### src/rtl/pipe_mux_reg.sv
// N-input operand select feeding a stallable, flushable register pipeline.
// Each stage carries {data, valid, err}; the outputs are the last stage.
module pipe_mux_reg #(
  parameter int WIDTH = 32,
  parameter int NSRC  = 2,
  parameter int DEPTH = 1,
  localparam int SELW = (NSRC > 1) ? $clog2(NSRC) : 1
) (
  input  logic                    clk,
  input  logic                    rst,
  input  logic [NSRC*WIDTH-1:0]   in_data,
  input  logic [SELW-1:0]         sel,
  input  logic                    in_valid,
  input  logic                    stall,
  input  logic                    flush,
  output logic [WIDTH-1:0]        out_data,
  output logic                    out_valid,
  output logic                    out_sel_err
);

  logic [WIDTH-1:0] sel_data;
  logic             sel_hit;

  logic [WIDTH-1:0] data_q [DEPTH];
  logic [WIDTH-1:0] data_d [DEPTH];
  logic [DEPTH-1:0] valid_q, valid_d;
  logic [DEPTH-1:0] err_q, err_d;

  // An out-of-range index matches no source, leaving data at zero and raising err.
  always_comb begin
    sel_data = '0;
    sel_hit  = 1'b0;
    for (int unsigned k = 0; k < NSRC; k++) begin
      if (sel == SELW'(k)) begin
        sel_data = in_data[k*WIDTH +: WIDTH];
        sel_hit  = 1'b1;
      end
    end
  end

  always_comb begin
    data_d  = data_q;
    valid_d = valid_q;
    err_d   = err_q;
    if (flush) begin
      valid_d = '0;
      err_d   = '0;
    end else if (!stall) begin
      data_d[0]  = sel_data;
      valid_d[0] = in_valid;
      err_d[0]   = ~sel_hit & in_valid;
      for (int unsigned s = 1; s < DEPTH; s++) begin
        data_d[s]  = data_q[s-1];
        valid_d[s] = valid_q[s-1];
        err_d[s]   = err_q[s-1];
      end
    end
  end

  always_ff @(posedge clk) begin
    if (rst) begin
      valid_q <= '0;
      err_q   <= '0;
      for (int unsigned s = 0; s < DEPTH; s++) begin
        data_q[s] <= '0;
      end
    end else begin
      valid_q <= valid_d;
      err_q   <= err_d;
      data_q  <= data_d;
    end
  end

  assign out_data    = data_q[DEPTH-1];
  assign out_valid   = valid_q[DEPTH-1];
  assign out_sel_err = err_q[DEPTH-1];

endmodule
### config.mk
export PLATFORM = sky130hd
export DESIGN_NAME = pipe_mux_reg
export DESIGN_NICKNAME = d
export VERILOG_FILES = /design/src/rtl/pipe_mux_reg.sv
export SDC_FILE = /design/constraint.sdc
export NUM_CORES = 1
export LEC_CHECK = 0
export ABC_AREA = 1
export CAP_MARGIN = 20
export CORE_MARGIN = 2
export CORE_UTILIZATION = 35
export CTS_BUF_LIST = sky130_fd_sc_hd__clkbuf_16
export DETAILED_ROUTE_END_ITERATION = 6
export GPL_TIMING_DRIVEN = 0
export PLACE_DENSITY = 0.88
export SLEW_MARGIN = 20
export SYNTH_ARGS = -nofsm -noshare
export SYNTH_HDL_FRONTEND = slang
export SYNTH_SLANG_ARGS = --single-unit
### constraint.sdc
create_clock -name clk -period 0.8 [get_ports clk]
set_input_delay 0.16 -clock clk [delete_from_list [all_inputs] [get_ports clk]]
set_output_delay 0.16 -clock clk [all_outputs]
set_load 0.01 [all_outputs]
==> flow_summary.toml <==
[worst_hold_path]
hold_path_class = "in2reg"

[global_routing]
grtUsageTotal = 0.1917
grt_pass1_wl_um = 9425
antenna_found_initial = 0
grt-ovfl-total = 0
grt_pass1_vias = 2199
grt_max_degree = 11

[outcome]
failed_checks = "negative setup slack"
status = "finished, violations left"

[pwr]
p_leak_nw = 1.770
power_density_mw_per_mm2 = 1444
vdd_drop_max_mv = 0.8392

[setup_path]
cp_top_family = "flip-flops"
end_kind = "output pin"
arrival_ps = 720
path_buf_inv = 1
worst_path_max_delay_cell = "dfxtp_2"
worstPathMaxFanout = 2
path_class = "reg2out"
startpoint_type = "register"
path_cells = "buf_6"
worst-endpoint-required_ps = 640
max_stage_delay_ps = 340

[die]
die_h_um = 78.46
core_mm2 = 0.005439
start_util = 0.3568
io_pins = 104
die_area_mm2 = 0.006156
rows = 27
fp.dieW_um = 78.46

[drt]
met1Wirelength_um = 2549
wl_met3_um = 313
drt-total-wl_um = 5877
topRoutingLayerUsed = "met4"
wl_met2_um = 2992
vias_per_cell = 4.310
ant_nets = 0
route.detailed.drc = 0
drt_iter0_markers = 85
wl_per_cell_um = 10.84
via_count = 2336
drt_pass1_iterations = 6

[final_layout]
diodes = 0
regArea_um2 = 701.9
utilization = 0.6234
multi_input_comb_area_um2 = 922.1
syn2layout_area_growth_pct = 74.73
fin_nets = 540
drive_above_1_share = 0.2426
nFillCells = 517

[timing]
slew_violations = 0
fin_ws_ps = -78.18
hold_viol_final = 0
rsz0062_at_grt = "true"
period_needed_ps = 878.2
fin_setup_tns_ps = -2037
min_period_over_period = 1.098
max_freq_mhz = 1139
setup_viol = 35
fin_skew_ps = 0

[clock_network]
cts_max_level = 2
insertion_delay_ps = 270
root_buffer = "clkbuf_16"
cts_buffers = 5
clockBufferDepth = 2
cts_hold_buf = 0
clk_pin_slew_worst_paths_ps = 50
cts_tree = "built"
clkSinkCount = 33

[yosys]
syn_area_per_cell_um2 = 5.560
yosys_register_bits = 33
synth_nets = 419
yosysWarnings = 0
yosysSeqAreaShare = 0.3404
synthCells = 349
yosysUniqueCellTypes = 16
netlist_area_mm2 = 0.001941

[job]
cap_violations = 0

[placed_design]
numPortBuffers = 101
dp_hpwl_um = 4088
place_congestion = 0.7297
## layer usage
| metal | vias to the layer above | track usage |
|---|---|---|
| li1 | 1238 | - |
| met4 | 0 | 0.04211 |
| met2 | 67 | 0.3603 |
| met1 | 1029 | 0.2147 |
| met3 | 2 | 0.05172 |
| met5 | - | 0 |
## synth_stat cells (all sizes together)
master / n / area share
a21oi: 1 / 0.0026
buf: 14 / 0.048
clkbuf: 6 / 0.014
conb: 1 / 0.0019
dfxtp: 33 / 0.34
inv: 67 / 0.13
nand2: 128 / 0.25
nor2: 66 / 0.13
o21ai: 33 / 0.085
## power breakdown
part	internal (mW)	switching, mW	total (mW)
clock	1.11	0.625	1.73
combinational	0.754	0.544	1.30
sequential	1.78	0.0796	1.86
total	3.65	1.25	4.90
## flip-flops by register name, indices dropped and copies added (netlist names)
name / cells
out_data: 32
out_valid: 1
## final timing paths
check | startpoint | end | slack, ps | cells past startpoint
max | out_data[26] | out_data[26] | -80 | 1
min | stall | out_data[27] | 220 | 4
max reg2reg | out_data[25] | out_data[25] | 50 | 5
min reg2reg | out_valid | out_valid | 460 | 2
## layout by cell type (no fill, tap or decap)
| master | instances |
|---|---|
| nand2_1 | 127 |
| inv_1 | 66 |
| clkdlybuf4s50_1 | 65 |
| nor2_1 | 61 |
| buf_6 | 39 |
| dfxtp_2 | 33 |
| o21ai_0 | 24 |
| buf_4 | 15 |
| o21ai_1 | 9 |
| buf_2 | 7 |
| clkbuf_2 | 5 |
| clkbuf_16 | 5 |
| nor2_2 | 4 |
| inv_2 | 2 |
| clkbuf_8 | 1 |
| clkbuf_4 | 1 |
| nor2_4 | 1 |
| nand2_2 | 1 |
| a21oi_1 | 1 |
| conb_1 | 1 |
| clkinv_1 | 1 |
| dlygate4sd2_1 | 1 |
## worst reg2reg max path, delay by kind of cell (launching register included)
family / cells / cell delay [ps]
flops: 1 / 340
simple gates: 2 / 150
buf+inv: 2 / 130
compound gates: 1 / 70
## per-stage QoR
| stage | worst slack (ps) | hold WS, ps | total power, mW | instances | instance area [um2] |
|---|---|---|---|---|---|
| detailed placement | -767.8 | 458.2 | 3.047 | 522 | 3042 |
| floorplan | 0.1545 | 319.6 | 2.371 | 349 | 1941 |
| global route | -107.4 | 228.4 | 5.180 | 542 | 3391 |
| CTS | -79.98 | 274.4 | 4.880 | 534 | 3299 |
| finish | -78.18 | 222.7 | 4.897 | 542 | 3391 |
| global placement | -745.7 | 430.6 | 3.022 | 522 | 3042 |
## logic make-up after synthesis
logic type	after synthesis	share of synthesized area
AOI/OAI and AO/OA	34	0.08768
other	1	0.001932
buffers and inverters	87	0.1908
and+or+nand+nor	194	0.3791
DFF	33	0.3404
## timing repair
| action | 4_1_cts | 5_1_grt |
|---|---|---|
| endpoints found under the setup margin | 66 | 44 |
| setup buffers | 4 | 6 |
| gates resized for setup | 218 | 18 |
| pin swaps | 1 | 5 |
| cloned | 1 | 2 |
## area by class of cell
class | count | share of cell area
buffer | 20 | 0.04133
multi-input combinational | 229 | 0.2720
inverter | 67 | 0.07417
clock buffer | 5 | 0.03690
clock inverter | 2 | 0.002214
timing repair buffer | 114 | 0.3399
tap | 72 | 0.02657
sequential | 33 | 0.2070
No activity file was read; power rests on OpenSTA's default activity.
